`config.mk`:
```
export PLATFORM = sky130hd
export DESIGN_NAME = alu_op_issuer
export DESIGN_NICKNAME = d
export VERILOG_FILES = /design/src/rtl/alu_issuer_pkg.sv /design/src/rtl/alu_issuer_regfile.sv /design/src/rtl/alu_op_issuer.sv
export SDC_FILE = /design/constraint.sdc
export NUM_CORES = 1
export LEC_CHECK = 0
export CAP_MARGIN = 20
export CORE_AREA = 8 8 220 222
export CTS_CLUSTER_DIAMETER = 120
export DETAILED_ROUTE_END_ITERATION = 6
export DIE_AREA = 0 0 228 230
export GPL_TIMING_DRIVEN = 1
export PLACE_DENSITY = 0.73
export SETUP_SLACK_MARGIN = 0.05
export SLEW_MARGIN = 20
export SYNTH_ARGS = -nofsm -noshare
export SYNTH_HDL_FRONTEND = slang
export SYNTH_HIERARCHICAL = 1
export SYNTH_SLANG_ARGS = --single-unit
```
`constraint.sdc`:
```
create_clock -name clk -period 10.3 [get_ports clk]
set_input_delay 2.575 -clock clk [delete_from_list [all_inputs] [get_ports clk]]
set_output_delay 2.575 -clock clk [all_outputs]
set_load 0.02 [all_outputs]
```
`src/rtl/alu_issuer_pkg.sv`:
```
// alu_issuer_pkg: shared widths, op/select encodings, FSM states and op-to-select mapping
package alu_issuer_pkg;
  localparam int WIDTH = 32;
  localparam logic [3:0] OP_ADD = 4'd0, OP_ADC = 4'd1, OP_SUB = 4'd2, OP_SBB = 4'd3,
                         OP_INC = 4'd4, OP_DEC = 4'd5, OP_MOV = 4'd6, OP_AND = 4'd7,
                         OP_OR = 4'd8, OP_XOR = 4'd9, OP_NOT = 4'd10, OP_LSL = 4'd11,
                         OP_LSR = 4'd12, OP_ASL = 4'd13, OP_ASR = 4'd14, OP_LDI = 4'd15;
  localparam logic [4:0] SEL_ADD = 5'b00000, SEL_ADC = 5'b00100, SEL_SUB = 5'b00010,
                         SEL_SBB = 5'b00110, SEL_INC = 5'b00001, SEL_DEC = 5'b00101,
                         SEL_MOV = 5'b00011, SEL_AND = 5'b10000, SEL_OR = 5'b10010,
                         SEL_XOR = 5'b10001, SEL_NOT = 5'b10011, SEL_LSL = 5'b01000,
                         SEL_LSR = 5'b01010, SEL_ASL = 5'b01001, SEL_ASR = 5'b01011,
                         SEL_ZERO = 5'b11111;
  typedef enum logic [1:0] {IDLE, ISSUE, CAPTURE, RESP} state_t;
  function automatic logic [4:0] op_to_sel(input logic [3:0] op);
    case (op)
      OP_ADD: return SEL_ADD;
      OP_ADC: return SEL_ADC;
      OP_SUB: return SEL_SUB;
      OP_SBB: return SEL_SBB;
      OP_INC: return SEL_INC;
      OP_DEC: return SEL_DEC;
      OP_MOV: return SEL_MOV;
      OP_AND: return SEL_AND;
      OP_OR: return SEL_OR;
      OP_XOR: return SEL_XOR;
      OP_NOT: return SEL_NOT;
      OP_LSL: return SEL_LSL;
      OP_LSR: return SEL_LSR;
      OP_ASL: return SEL_ASL;
      OP_ASR: return SEL_ASR;
      default: return SEL_ZERO;
    endcase
  endfunction
endpackage

```
`src/rtl/alu_issuer_regfile.sv`:
```
// alu_issuer_regfile: NREGS x WIDTH register file, two async reads, one sync write, sync clear
module alu_issuer_regfile #(
  parameter int WIDTH = 32,
  parameter int NREGS = 8,
  localparam int RAW = $clog2(NREGS)
) (
  input  logic             clk,
  input  logic             rst,
  input  logic             we,
  input  logic [RAW-1:0]   wa,
  input  logic [WIDTH-1:0] wd,
  input  logic [RAW-1:0]   ra1,
  input  logic [RAW-1:0]   ra2,
  output logic [WIDTH-1:0] rd1,
  output logic [WIDTH-1:0] rd2
);
  logic [WIDTH-1:0] mem [NREGS];
  always_ff @(posedge clk)
    if (rst) for (int i = 0; i < NREGS; i++) mem[i] <= '0;
    else if (we && int'(wa) < NREGS) mem[wa] <= wd;
  assign rd1 = int'(ra1) < NREGS ? mem[ra1] : '0;
  assign rd2 = int'(ra2) < NREGS ? mem[ra2] : '0;
endmodule

```
`src/rtl/alu_op_issuer.sv`:
```
// alu_op_issuer: issues register-file micro-ops to an external ALU and returns results over a handshake
module alu_op_issuer
  import alu_issuer_pkg::*;
#(
  parameter int WIDTH = alu_issuer_pkg::WIDTH,
  parameter int NREGS = 8,
  localparam int RAW = $clog2(NREGS)
) (
  input  logic             clk,
  input  logic             rst,
  input  logic             cmd_valid,
  output logic             cmd_ready,
  input  logic [3:0]       cmd_op,
  input  logic [RAW-1:0]   cmd_rd,
  input  logic [RAW-1:0]   cmd_rs1,
  input  logic [RAW-1:0]   cmd_rs2,
  input  logic             cmd_use_imm,
  input  logic [WIDTH-1:0] cmd_imm,
  output logic             rsp_valid,
  input  logic             rsp_ready,
  output logic [WIDTH-1:0] rsp_data,
  output logic             rsp_zero,
  output logic [WIDTH-1:0] alu_a,
  output logic [WIDTH-1:0] alu_b,
  output logic [4:0]       alu_sel,
  input  logic [WIDTH-1:0] alu_f
);
  state_t state, next;
  logic [RAW-1:0] rd_q;
  logic [3:0] op_q;
  logic [WIDTH-1:0] imm_q, rf_a, rf_b, res;
  logic accept;
  assign cmd_ready = state == IDLE;
  assign rsp_valid = state == RESP;
  assign accept = cmd_valid && cmd_ready;
  assign res = op_q == OP_LDI ? imm_q : alu_f;
  alu_issuer_regfile #(.WIDTH(WIDTH), .NREGS(NREGS)) u_rf (
    .clk(clk), .rst(rst), .we(state == CAPTURE), .wa(rd_q), .wd(res),
    .ra1(cmd_rs1), .ra2(cmd_rs2), .rd1(rf_a), .rd2(rf_b)
  );
  always_comb begin
    next = state;
    next = state == IDLE ? (cmd_valid ? ISSUE : IDLE) :
           state == ISSUE ? CAPTURE :
           state == CAPTURE ? RESP :
           (rsp_ready ? IDLE : RESP);
  end
  always_ff @(posedge clk)
    if (rst) begin
      state <= IDLE;
      alu_a <= '0;
      alu_b <= '0;
      alu_sel <= SEL_ZERO;
      rsp_data <= '0;
      rsp_zero <= 1'b0;
      rd_q <= '0;
      op_q <= OP_ADD;
      imm_q <= '0;
    end else begin
      state <= next;
      if (accept) begin
        alu_a <= rf_a;
        alu_b <= cmd_use_imm ? cmd_imm : rf_b;
        alu_sel <= op_to_sel(cmd_op);
        rd_q <= cmd_rd;
        op_q <= cmd_op;
        imm_q <= cmd_imm;
      end
      if (state == CAPTURE) begin
        rsp_data <= res;
        rsp_zero <= res == '0;
      end
    end
endmodule

```
Word level (Yosys, flattened, before mapping)
Memory sizes are Yosys's and may differ from the RTL's. A register that Yosys moved wholly into a read port is not among the register bits.
Index checks and enable logic that the tools add are counted.

storage, ports and cells
  register bits after elaboration = 106
  memory bits (writable) = 256
  bits in read-only memories = 80
  bits of input ports = 82
  output and inout bits = 104
  logic and storage cells = 32
  memories kept = 2

cells by class
  equal/unequal tests = 4
  mux-type cells = 15
  reductions and logical operators = 4

memories
  name             depth  width  read ports  clocked after Yosys merged registers in  write ports  line                      source
  u_rf.mem         8      32     2           1                                        8            alu_issuer_regfile.sv:17  logic [WIDTH-1:0] mem [NREGS];
  (no name shown)  16     5      1           1                                        0            alu_issuer_pkg.sv:16      case (op)

operator list
  cell                number
  $mux 32             3
  $logic_not 32->1    1
  $reduce_or 32->1    1
  $mux 2              4
  $mux 1              7
  $eq 2x2->1 const B  2
  $eq 4x4->1 const B  1
  $mux 3              1
  $eq 2x1->1 const B  1
  $logic_not 2->1     1
  $logic_and 1x1->1   1

Depth between registers and ports, before layout
  depth after elaboration = 6
  depth in mapped cells = 8

Cells and area by module
The synthesis kept the hierarchy.

by module, submodules not included
  module              instances  cells each  area each (µm²)  sequential area each (µm²)
  alu_issuer_regfile  1          843         13790.7          7687.4
  alu_op_issuer       1          667         6187.2           2862.7

Worst setup path after synthesis
OpenSTA, ideal clock, no wires.

  path kind = input -> register
  from = input rst
  to = memory u_rf.mem[6][0] (enable)
  arrival time = 4883 ps
  required time = 9872 ps
  slack = 4989 ps
  cell stages on the path = 5
  path buffers = 3
  path through = or3b_1 > buf_2 > buf_6 > buf_2 > o21bai_1

RTL lines
  element             line                      source
  start: declaration  alu_op_issuer.sv:10       input logic rst,
  end: declaration    alu_issuer_regfile.sv:17

==> summary.md <==
| Metric | Value |
|---|---|
| Post-CTS setup buffers | `0` |
| Met2 usage | `32.0%` |
| Mapped Cells | `1510` |
| Antenna violations before repair | `5` |
| Synth Area in Simple Gates | `12.0%` |
| Sequential Area | `approximately 0.011 mm²` |
| Post-synth EDFFs | `between 200 and 300` |
| R2R setup slack | `6.45 ns` |
| Post-DP HPWL | `approximately 34000 µm` |
| Worst setup margin | `between 4 and 5 ns` |
| Status | `complete, no violations` |
| Post-cts sizing count | `0` |
| Hold path start | `alu_a[10]` |
| Compound-Gate Fraction of Synth Area | `4.71%` |
| Most common flop cell mapped by yosys | `edfxtp_1` |
| Worst reg2reg startpoint | `state[1]` |
| Vias per cell | `6.04` |
| Worst min path class | `flop to flop` |
| Setup-failing EPs final | `0` |
| Main combinational cell family by area after synthesis | `multiplexers` |
| Met3 Resource Use GR | `roughly 5.2%` |
| WL per Instance | `about 25 µm` |
| CTS max path bufs | `3` |
| WP data required | `10.51 ns` |
| CP max FO | `89` |
| P per Cell Area | `166 mW/mm²` |
| Placed cell count | `between 2000 and 2500` |
| CTS Root Cell | `clkbuf_16` |
| Global-route wire length before repair | `between 80000 and 90000 µm` |
| RSZ-0062 raised after global routing | `false` |
| Critical Path End Type | `flop` |
| H-Tree Depth | `2` |
| Syn_nets | `1597` |
| Met1 Resource Use GR | `27.1%` |
| Syn avg cell area | `between 10 and 15 µm²` |
| Final count of pins violating max slew | `0` |
| Gr usage total | `20.1%` |
| Synth warnings | `6` |
| Slew @ Worst Pin | `1.17 ns` |
| Fin Clk Skew | `slightly below 0.02 ns` |
| Grt peak-use layer | `met2` |
| Reg2reg path depth | `7` |
| Die Footprint | `0.0524 mm²` |
| CTS sink cnt | `399` |
| Most common cell after layout, fill and taps aside | `edfxtp_1` |
| Congestion Overflow GR | `0` |
| Drc violations | `0` |
| Asr flop ratio synth | `0%` |
| Pre-Repair DR Iteration Count | `5` |
| Starting Density | `44.5%` |
| Critical path class | `input port to flop` |
| Core Region | `0.0449 mm²` |
| Yosys cell types | `45` |
| CTS Buf Count | `between 40 and 50` |
| CTS tree | `built` |
| Final Hold Fails | `0` |
| Die X | `228 µm` |
| Peak VDD IR | `0.000115 V` |
| Placed Area | `around 0.022 mm²` |
| Post-route setup TNS | `0 ns` |
| Routed WL | `55200 µm` |
| Post-synthesis mux area share | `between 20 and 30%` |
| Starting DRT DRC Count | `between 1000 and 1500` |
| Util after Layout | `52.1%` |
| Adder-cell share of the synthesized area | `0.313%` |
| WHS Path Cells | `2` |
| Chip Height | `230 µm` |
| Minimum clock period | `5.96 ns` |
| Placer congestion estimate | `0.815` |
| CP Data Arrival Time | `6.17 ns` |
| Row cnt | `78` |
| Mapped Area | `0.0200 mm²` |
| CTS clk-pin slew, worst paths | `0.06 ns` |
| Final period utilization | `57.9%` |
| Critical Path Start Type | `input port` |
| Synth Area in XOR/XNOR | `0%` |
| Worst reg2reg endpoint | `u_rf/mem[7][2]` |
| # fillers | `3700` |
| DP Worst Slack | `about 3.9 ns` |
| F_max | `168 MHz` |
| Final Non-Filler Cells | `around 2200` |
| MaxCap Viol Count | `0` |
| I/O Buffers | `185` |
| Vias in the first global route | `13389` |
| Slew headroom | `22.1%` |
| Number of synthesized register bits | `about 400` |
| Post-synthesis sequential area ratio | `52.8%` |
| Io pins | `186` |
| Fin area | `0.0234 mm²` |
| # nets final | `1701` |
| Vias post-DR | `13579` |
| WHS Endpoint | `alu_a[10]` |
| Remaining antenna violation count | `0` |
| Ratio of cells with drive above 1 in the final layout | `between 10% and 20%` |
| Area of the multi-input gates | `0.00855 mm²` |
| Commonest cells after routing, fill and taps aside | `edfxtp_1 (256), nor3_1 (251), clkdlybuf4s50_1 (178)` |
| Area delta synth->final | `17.0%` |
| Cts-stage hold buffer count | `0` |
| Largest net degree at the start of global routing | `98` |
| Clk_lat worst skew | `0.54 ns` |
| Leak | `between 8 and 9 nW` |
## state kept, by name, indices dropped and copies added, names as in the netlist
name and count:
rsp_zero 1, rsp_data 32, rd_q 3, alu_sel 5
op_q 4, imm_q 32, alu_b 32, state 2
u_rf/mem 256, alu_a 32
## how the worst max path moves through the flow
stage	slack (ns)	start	cells after the start	end
6_report	4.34	rst	6	u_rf/mem[2][5]
5_1_grt	4.20	rst	6	u_rf/mem[2][2]
2_1_floorplan	4.99	rst	5	u_rf/mem[6][0]
4_1_cts	4.41	rst	6	u_rf/mem[2][5]
3_5_place_dp	3.89	rst	6	u_rf/mem[2][25]
3_3_place_gp	3.90	rst	6	u_rf/mem[2][28]
## cell type report
type,count,area share (%)
flip-flops and latches,399,45.1
multi-input cells,930,36.6
repair buffers,206,8.67
clock buffers,59,4.92
well taps,600,3.21
clock inverters,16,0.835
inverters,36,0.578
diodes,3,0.0321
## where the power goes
group / internal (mW) / leakage [nW] / switching, mW
clock network: 0.881 / 0.669 / 0.608
logic: 0.235 / 3.78 / 0.319
registers: 1.78 / 3.82 / 0.0469
## Yosys cell counts, drive strengths merged (2+ instances only)
library cell,count,share of area (%)
or3b,2,0.088
clkbuf,55,1.1
o21bai,8,0.30
a211oi,38,2.2
nand2b,2,0.063
nand2,148,2.8
clkinv,32,0.60
mux2,94,5.4
ha,5,0.31
nor4,12,0.38
mux2i,65,3.3
nor2b,4,0.13
nor3,261,6.8
a21oi,74,1.9
nor3b,3,0.11
nor2,67,1.3
buf,90,3.1
a211o,5,0.22
mux4,128,17
nand4,4,0.20
dfxtp,143,14
edfxtp,256,38
and2,2,0.063
inv,4,0.075
## metrics by stage
| step | hold slack (ns) | power, mW |
|---|---|---|
| CTS | 0.455 | 3.89 |
| global route | 0.480 | 3.99 |
| detailed placement | 0.447 | 2.41 |
| finish | 0.457 | 3.87 |
| floorplan | 0.436 | 2.20 |
| global placement | 0.443 | 2.40 |
## metal layers
metal	up-vias	routed length, µm	share of wire [%]
met5	-	21	0.038
met4	4	1050	1.9
met3	75	5080	9.2
met2	631	26000	47
met1	6814	23100	42
li1	6055	-	-
## worst max-delay path, cell delays in order
cell and delay [ns]:
buf_6 0.45, buf_4 0.91, or3b_4 0.83, buf_4 0.82, o21bai_4 0.10, buf_4 0.35
## logic make-up (layout without fill, tap and decap cells)
family | after synthesis | in the layout
AND/OR/NAND/NOR | 509 | 509
other | 0 | 3
multiplexers | 287 | 287
adder cells (fa/ha/maj) | 5 | 5
buffers and inverters | 181 | 317
AO/OA/AOI/OAI | 129 | 129
flip-flops | 399 | 399
No activity file was read; power rests on OpenSTA's default activity.
